## src/rtl/sc_fir_engine.sv

```systemverilog
// sc_fir_engine
//   Stochastic-computing FIR dot-product engine. A conversion runs for
//   2**N cycles. In each cycle a weighted random selector picks one tap.
//   That tap's sample is turned into a stochastic bit by comparing it
//   against a random value. The bit is sign-corrected and then counted.
//   The final count is reported as either a unipolar or a bipolar value.
//
// Ports
//   clock      rising-edge clock
//   reset      synchronous, active-high
//   start      begin a conversion (only honoured in IDLE)
//   x_in       packed unsigned samples, tap k at [k*(N+1) +: N+1]
//   cum_w      packed cumulative selection thresholds, tap k at [k*N +: N]
//   sign_mask  1 = negative coefficient (stochastic bit inverted)
//   bipolar    0 = unipolar result, 1 = bipolar result
//   busy       high while the stream is being generated
//   done       one-cycle pulse, coincident with a fresh result
//   result     signed result, held until the next done or reset
//
// N is supported from 2 to 16 (the range of the LFSR polynomial table).
module sc_fir_engine #(
  parameter int          N      = 12,
  parameter int          TAPS   = 19,
  parameter logic [N-1:0] SEED_X = N'(12'hACE),
  parameter logic [N-1:0] SEED_S = N'(12'h5B3)
) (
  input  logic                     clock,
  input  logic                     reset,
  input  logic                     start,
  input  logic [TAPS*(N+1)-1:0]    x_in,
  input  logic [TAPS*N-1:0]        cum_w,
  input  logic [TAPS-1:0]          sign_mask,
  input  logic                     bipolar,
  output logic                     busy,
  output logic                     done,
  output logic signed [N+1:0]      result
);

  localparam int SW = (TAPS > 1) ? $clog2(TAPS) : 1;

  // Galois feedback masks (right-shifting form) for maximal-length LFSRs.
  function automatic logic [15:0] poly_of(input int n);
    case (n)
      2:       poly_of = 16'h0003;
      3:       poly_of = 16'h0006;
      4:       poly_of = 16'h000C;
      5:       poly_of = 16'h0014;
      6:       poly_of = 16'h0030;
      7:       poly_of = 16'h0060;
      8:       poly_of = 16'h00B8;
      9:       poly_of = 16'h0110;
      10:      poly_of = 16'h0240;
      11:      poly_of = 16'h0500;
      12:      poly_of = 16'h0E08;
      13:      poly_of = 16'h1C80;
      14:      poly_of = 16'h3802;
      15:      poly_of = 16'h6000;
      16:      poly_of = 16'hD008;
      default: poly_of = 16'h0000;
    endcase
  endfunction

  localparam logic [N-1:0] POLY = N'(poly_of(N));
  // 2**N: the offset that is subtracted in bipolar mode.
  localparam logic [N+1:0] HALF = (N+2)'(1) << N;

  function automatic logic [N-1:0] lfsr_step(input logic [N-1:0] s);
    lfsr_step = {1'b0, s[N-1:1]} ^ (s[0] ? POLY : '0);
  endfunction

  typedef enum logic [1:0] {
    ST_IDLE = 2'd0,
    ST_RUN  = 2'd1,
    ST_DONE = 2'd2
  } state_t;

  state_t                   state_q,  state_d;
  logic [TAPS*(N+1)-1:0]    x_q,      x_d;
  logic [TAPS*N-1:0]        w_q,      w_d;
  logic [TAPS-1:0]          sign_q,   sign_d;
  logic                     bip_q,    bip_d;
  logic [N-1:0]             lfsr_x_q, lfsr_x_d;
  logic [N-1:0]             lfsr_s_q, lfsr_s_d;
  logic [N:0]               count_q,  count_d;
  logic [N-1:0]             cycle_q,  cycle_d;
  logic signed [N+1:0]      result_q, result_d;

  // Per-tap threshold hits and stochastic bits. Both are evaluated in
  // parallel, and the selector below picks one of them.
  logic [TAPS-1:0] hit;
  logic [TAPS-1:0] stoch;

  generate
    for (genvar gi = 0; gi < TAPS; gi++) begin : g_tap
      assign hit[gi]   = lfsr_s_q < w_q[gi*N +: N];
      assign stoch[gi] = (x_q[gi*(N+1) +: (N+1)] > {1'b0, lfsr_x_q}) ^ sign_q[gi];
    end
  endgenerate

  // The lowest hitting index wins. When no tap hits, the last tap is used.
  // A zero threshold can never hit because an LFSR never holds zero.
  logic [SW-1:0] sel;
  logic          sb;

  always_comb begin
    sel = SW'(TAPS-1);
    for (int k = TAPS-1; k >= 0; k--) begin
      if (hit[k]) sel = SW'(k);
    end
    sb = stoch[sel];
  end

  always_comb begin
    state_d  = state_q;
    x_d      = x_q;
    w_d      = w_q;
    sign_d   = sign_q;
    bip_d    = bip_q;
    lfsr_x_d = lfsr_x_q;
    lfsr_s_d = lfsr_s_q;
    count_d  = count_q;
    cycle_d  = cycle_q;
    result_d = result_q;

    case (state_q)
      ST_IDLE: begin
        if (start) begin
          x_d      = x_in;
          w_d      = cum_w;
          sign_d   = sign_mask;
          bip_d    = bipolar;
          count_d  = '0;
          cycle_d  = '0;
          lfsr_x_d = SEED_X;
          lfsr_s_d = SEED_S;
          state_d  = ST_RUN;
        end
      end

      ST_RUN: begin
        count_d  = count_q + (N+1)'(sb);
        cycle_d  = cycle_q + 1'b1;
        lfsr_x_d = lfsr_step(lfsr_x_q);
        lfsr_s_d = lfsr_step(lfsr_s_q);
        if (cycle_q == '1) begin
          state_d = ST_DONE;
          // The result is loaded together with the last count. This makes it
          // valid in the same cycle as the done pulse.
          if (bip_q) result_d = $signed({count_d, 1'b0} - HALF);
          else       result_d = $signed({1'b0, count_d});
        end
      end

      ST_DONE: begin
        state_d = ST_IDLE;
      end

      default: begin
        state_d = ST_IDLE;
      end
    endcase
  end

  always_ff @(posedge clock) begin
    if (reset) begin
      state_q  <= ST_IDLE;
      x_q      <= '0;
      w_q      <= '0;
      sign_q   <= '0;
      bip_q    <= 1'b0;
      lfsr_x_q <= SEED_X;
      lfsr_s_q <= SEED_S;
      count_q  <= '0;
      cycle_q  <= '0;
      result_q <= '0;
    end else begin
      state_q  <= state_d;
      x_q      <= x_d;
      w_q      <= w_d;
      sign_q   <= sign_d;
      bip_q    <= bip_d;
      lfsr_x_q <= lfsr_x_d;
      lfsr_s_q <= lfsr_s_d;
      count_q  <= count_d;
      cycle_q  <= cycle_d;
      result_q <= result_d;
    end
  end

  assign busy   = (state_q == ST_RUN);
  assign done   = (state_q == ST_DONE);
  assign result = result_q;

endmodule

```

## config.mk

```make
export PLATFORM = sky130hd
export DESIGN_NAME = sc_fir_engine
export DESIGN_NICKNAME = d
export VERILOG_FILES = /design/src/rtl/sc_fir_engine.sv
export SDC_FILE = /design/constraint.sdc
export NUM_CORES = 2
export LEC_CHECK = 0
export CORE_AREA = 2 2 262 264
export CTS_CLUSTER_DIAMETER = 30
export DETAILED_ROUTE_END_ITERATION = 10
export DIE_AREA = 0 0 264 266
export GPL_ROUTABILITY_DRIVEN = 0
export PLACE_DENSITY = 0.69
export SLEW_MARGIN = 15
export SYNTH_ARGS = -nofsm -noshare
export SYNTH_HDL_FRONTEND = slang
export SYNTH_SLANG_ARGS = --single-unit
```

## constraint.sdc

```tcl
create_clock -name clock -period 13.14 [get_ports clock]
set_input_delay 2.628 -clock clock [delete_from_list [all_inputs] [get_ports clock]]
set_output_delay 2.628 -clock clock [all_outputs]
set_load 0.01 [all_outputs]
```

=== Word-level counts from Yosys, hierarchy flattened ===
Cells that the tools add are included.

* Equality and inequality tests: 5
* Bitwise operators: 21
* Reductions and logical operators: 6
* Mux-type cells: 34
* Divide/modulo/power cells: 0
* Add/sub/neg operators: 3
* Multiply operators: 0
* Order comparisons: 38
* Shift-type cells: 0

{| class="wikitable"
|+ Operators with widths
! kind !! number
|-
| $gt A13 B12 Y1 || 19
|-
| $lt A12 B12 Y1 || 18
|-
| $mux W5 || 17
|-
| $pmux W12 S2 || 3
|-
| $mux W12 || 5
|-
| $pmux W13 S2 || 1
|-
| $xor A11 B12 Y12 || 2
|-
| $xor A1 B1 Y1 || 19
|-
| $mux W14 || 1
|-
| $sub A14 B13 Y14 const B || 1
|-
| $add A13 B1 Y13 || 1
|-
| $mux W13 || 1
|-
| $add A12 B1 Y12 const B || 1
|-
| $eq A12 B12 Y1 const B || 1
|-
| $reduce_and A2 Y1 || 4
|-
| $lt A5 B6 Y1 const B || 1
|-
| $mux W2 || 3
|-
| $bmux W1 S5 || 1
|-
| $pmux W2 S2 || 1
|-
| $eq A2 B1 Y1 const B || 1
|-
| $eq A2 B2 Y1 const B || 1
|-
| $logic_not A2 Y1 || 1
|-
| $ne A2 B1 Y1 const B || 1
|-
| $ne A2 B2 Y1 const B || 1
|-
| 2 further kinds || 2
|}

* Bits in writable memories: 0
* Bits in read-only memories: 0
* Memories kept: 0
* Latch bits: 0
* Register bits: 548
* Output and inout port bits: 16

=== Longest topological paths before layout ===
* Word-level depth: 24
* Gate-level depth with buffers: 26

=== Worst setup path after synthesis ===
OpenSTA, ideal clock, no wires.

* Path kind: register to register
* Start point: reg lfsr_s_q[7]
* End point: reg result_q[12] (netlist: result[12])
* Period minus slack after synthesis: 5.075 ns
* Cell stages (with the launch flop): 26
* Slack: 8.065 ns
* Data required time: 13.012 ns
* Data arrival time: 4.947 ns
* Path through: dfxtp_1 -> ha_1 -> a211oi_1 -> nand2_1 -> a211oi_1 -> o21a_1 -> o21bai_2 -> a2111oi_4 -> a2bb2oi_4 -> a21oi_4 -> mux2i_1 -> a311o_1 -> o211ai_2 -> ha_1 -> ha_1 -> nand3_1 -> nor2_1 -> and3_1 -> and3_1 -> nand3_1 -> xor2_1 -> nor2_1 -> a21oi_1 -> nor2_1 -> a21oi_1 -> nor2_1

* Cells in the longest elaborated chain, start to end: 24
* Elaborated cells on any way between the ends: 41
* Classes of those cells: add/sub: 2; order compare: 18; mux: 21

{| class="wikitable"
|+ Ends and longest elaborated chain
! what !! line !! text
|-
| start: declaration || 83 || <nowiki>logic [N-1:0] lfsr_s_q, lfsr_s_d;</nowiki>
|-
| start signal: assignment || 183 || <nowiki>lfsr_s_q <= lfsr_s_d;</nowiki>
|-
| $lt A12 B12 Y1 || 95 || <nowiki>assign hit[gi] = lfsr_s_q < w_q[gi*N +: N];</nowiki>
|-
| $mux W2 || 108 || <nowiki>if (hit[k]) sel = SW'(k);</nowiki>
|-
| $mux W5 (16 in series) || 108 ||
|-
| $mux W5 (*) || 108 ||
|-
| $bmux W1 S5 (*) || 110 || <nowiki>sb = stoch[sel];</nowiki>
|-
| $mux W1 (implied by the code) (*) || 110 ||
|-
| $add A13 B1 Y13 (*) || 141 || <nowiki>count_d = count_q + (N+1)'(sb);</nowiki>
|-
| $sub A14 B13 Y14 || 149 || <nowiki>if (bip_q) result_d = $signed({count_d, 1'b0} - HALF);</nowiki>
|-
| $mux W14 (*) || 149 ||
|-
| end signal: assignment || 186 || <nowiki>result_q <= result_d;</nowiki>
|-
| end: declaration || 86 || <nowiki>logic signed [N+1:0] result_q, result_d;</nowiki>
|}

Mark *: on every way between the ends. The rest lies on a longest branch, timed or not. The select of a mux whose other input is x is not followed.
A chain may end at the register's enable or synchronous reset.

=== Worst setup path after layout ===
* Start point: reg lfsr_s_q[11]
* End point: reg result_q[12] (netlist: result[12])

Same word-level chain as after synthesis.

==> summary.md <==
| Metric | Value |
|---|---|
| Layout cell share with drive strength beyond 1 | `6.52%` |
| Area leader, netlist | `dfxtp_1` |
| All-Layer GR Usage | `26.3%` |
| Area of the multi-input gates | `0.0174 sq mm` |
| Gates resized, CTS repair | `0` |
| Top-count cell post-synth | `nand2_1` |
| Die ar. | `0.0702 sq mm` |
| Clock Skew | `27.2 ps` |
| Via count | `28,322` |
| Total grt overflow | `0` |
| I/O Pins | `514` |
| Worst Path Required | `13,690 ps` |
| Die Wd | `264 um` |
| Avg Cell Area, Syn | `7.81 sq um` |
| Top FF cell, synth | `dfxtp_1` |
| Share of the synthesized area in the top cell type | `36.6%` |
| Post-Synthesis Cell Area | `0.0300 sq mm` |
| Critical Path End Type | `flip-flop` |
| Critical path arrival | `6950 ps` |
| Final hold vios | `0` |
| Vias in the first global route | `27,499` |
| Minimum clock period | `6400 ps` |
| Antenna violations before repair | `7` |
| Synth top cells by count | `nand2_1 (1,035), a21oi_1 (601), dfxtp_1 (548)` |
| FFs w/ async S/R, synth | `0%` |
| FF-to-FF End | `result[12]$_SDFFE_PP0P_` |
| DRT iter0 DRCs | `1,943` |
| # rows | `96` |
| Pre-CTS setup slack | `6730 ps` |
| Clock root cell | `clkbuf_16` |
| YS warnings | `0` |
| Clock power share | `56.2%` |
| Fin util | `59.8%` |
| Fin nets | `5,251` |
| Routed vias/inst | `5.33` |
| Clk sink count | `548` |
| Switching power | `1.62 mW` |
| Reg2reg path depth | `26` |
| Final setup margin | `6740 ps` |
| Clock Path Buffers | `3` |
| Critical path type | `flip-flop to flip-flop` |
| Static Leak | `16.8 nW` |
| Initial core utilization | `44.3%` |
| Sequential area share after synthesis | `36.6%` |
| Number of synthesized flops with an enable pin | `0` |
| Routed Antenna Nets | `0` |
| Hold Crit Depth | `2` |
| Die Ht | `266 um` |
| R2R setup slack | `6740 ps` |
| Synth area leaders | `dfxtp_1 (37%), ha_1 (18%), nand2_1 (13%), a21oi_1 (10%), inv_1 (3.1%)` |
| #FFs+latches synth | `548` |
| Hold endpoint | `w_q[180]$_SDFFE_PP0P_` |
| Hold Path Class | `flip-flop to flip-flop` |
| Part of the cycle the worst path needs | `48.7%` |
| Hpwl dp | `62,500 um` |
| Setup Buffers After CTS | `0` |
| Reg power frac | `30.0%` |
| Total negative setup slack | `0 ps` |
| Syn-to-layout area delta | `35.0%` |
| First-pass GRT wire length | `146,000 um` |
| Slew margin rel. | `12.9%` |
| Largest net degree at the start of global routing | `218` |
| Synth Net Count | `4,768` |
| Final Max Tran Viols | `0` |
| RR Startpoint | `lfsr_s_q[11]$_SDFFE_PP0P_` |
| Avg WL per Cell | `17.7 um` |
| Mapped Cells | `3,841` |
| Max Cap Viol | `0` |
| Outcome | `finished, final reports clean` |
| DRT Pass-1 Iters | `5` |
| Pint | `4.46 mW` |
| Core region area | `0.0677 sq mm` |
| Highest Clock Rate | `156 MHz` |
| # fillers | `5,999` |
| Maximum VDD drop | `0.104 mV` |
| CTS Hold Bufs | `0` |
| WL final | `94,400 um` |
| Htree depth | `4` |
| Setup Viol. Count Final | `0` |
| TritonCTS clock tree | `yes` |
| Crit Path Max Fanout | `16` |
| Gate power share | `13.8%` |
| Worst setup SP type | `flip-flop` |
| Fraction of power spent switching nets | `26.6%` |
| Pwr Total | `6.08 mW` |
| Unrepaired setup endpoints after global routing | `no` |
| Post-route DRC | `0` |
| Reg area | `0.0110 sq mm` |
| Port buffer count | `501` |
| Clk Latency, worst-skew pair | `720 ps` |
| Min-Delay Startpoint | `w_q[180]$_SDFFE_PP0P_` |
| Least-Margin Pin Slew | `1310 ps` |
| Inserted Clock Buffers | `134` |
| PD cells | `150 mW/mm^2` |
| Synth unique cells | `73` |
| Reg clk slew, reported paths | `40 ps` |
## logic make-up after synthesis
logic type	after synthesis	synth area share (%)
AND/OR/NAND/NOR	1426	20.0
AO/OA/AOI/OAI	948	18.5
flip-flops	548	36.6
buffers and inverters	440	5.57
adder cells (fa/ha/maj)	429	17.9
XOR/XNOR	33	0.963
multiplexers	17	0.584
## power by group through the flow
stage	Clock (mW)	Combinational [mW]	Sequential, mW
after floorplan	0	0.495	1.84
after global placement	0	0.818	1.85
after detailed placement	0	0.832	1.85
after CTS	3.46	0.842	1.82
after global routing	3.55	0.941	1.83
final	3.42	0.840	1.82
## metal layers
layer	track usage, %	routed length (um)	part of all wire, %
met3	4.88	6160	6.5
met5	0	23	0.024
met1	33.3	41000	43
met4	10.8	2960	3.1
met2	44.1	44200	47
## registers in the layout (all words and copies together), names as in the netlist
register and flops:
state_q 2, lfsr_s_q 12, cycle_q 12, w_q 216
lfsr_x_q 12, x_q 247, bip_q 1, result 14
count_q 13, sign_q 19
## area by class of cell
type                    count  share of cell area, %
well taps                 882                   2.72
flip-flops and latches    548                   27.1
diodes                      5                 0.0309
repair buffers            537                   13.2
clock inverters            75                   2.78
multi-input cells        2853                   42.9
clock buffers             168                   8.97
inverters                 250                   2.32
## worst max-delay path by stage
stage,startpoint,endpoint,slack (ps),cells past startpoint
after floorplan,lfsr_s_q[7]$_SDFFE_PP1P_,result[12]$_SDFFE_PP0P_,8070,25
after global placement,lfsr_s_q[7]$_SDFFE_PP1P_,result[12]$_SDFFE_PP0P_,6790,25
after detailed placement,lfsr_s_q[7]$_SDFFE_PP1P_,result[12]$_SDFFE_PP0P_,6730,25
after CTS,lfsr_s_q[7]$_SDFFE_PP1P_,result[12]$_SDFFE_PP0P_,6700,25
after global routing,lfsr_s_q[11]$_SDFFE_PP0P_,result[13]$_SDFFE_PP0P_,6230,26
final,lfsr_s_q[11]$_SDFFE_PP0P_,result[12]$_SDFFE_PP0P_,6740,26
## cells in the final DEF, fill, tap and decap left out, types with 19 or more instances in the layout
| master | n |
|---|---|
| o21ai_0 | 86 |
| a211oi_1 | 38 |
| a21o_1 | 53 |
| clkbuf_16 | 135 |
| buf_4 | 32 |
| clkinv_2 | 27 |
| xnor2_1 | 20 |
| ha_1 | 429 |
| o21a_1 | 54 |
| nand2_1 | 1034 |
| nand4_1 | 35 |
| nor3_1 | 34 |
| a21oi_1 | 601 |
| a31oi_1 | 22 |
| nand2b_1 | 19 |
| nor2b_1 | 39 |
| inv_1 | 249 |
| nand3_1 | 69 |
| dfxtp_1 | 548 |
| clkdlybuf4s50_1 | 500 |
| nor2_1 | 116 |
| clkbuf_1 | 20 |
## worst max-delay path: stages, from the launching register on
cell      delay [ps]
dfxtp_1          460
buf_4            360
ha_1             320
and4_1           230
a221oi_1         240
o21ai_0          140
a31oi_1          520
nor2_1           250
o21a_1           240
nor4_2           630
nor2_1           110
a211oi_1         220
o21ai_0          130
o211ai_2         130
ha_1             250
ha_1             240
nand3_1          160
nor2_1           220
and3_1           260
and3_1           260
nand3_1          110
xor2_1           260
nor2_1            70
a21oi_1          140
nor2_1            50
a21oi_1          150
nor2_1            60
## stage by stage
step / hold WS, ps / std cells / instance area (sq um)
3_5_place_dp: 446 / 5070 / 35700
2_1_floorplan: 431 / 3841 / 30000
3_3_place_gp: 440 / 5070 / 35700
6_report: 450 / 5318 / 40500
5_1_grt: 466 / 5315 / 40500
4_1_cts: 452 / 5313 / 40500
Power figures use the tool's default switching activity.
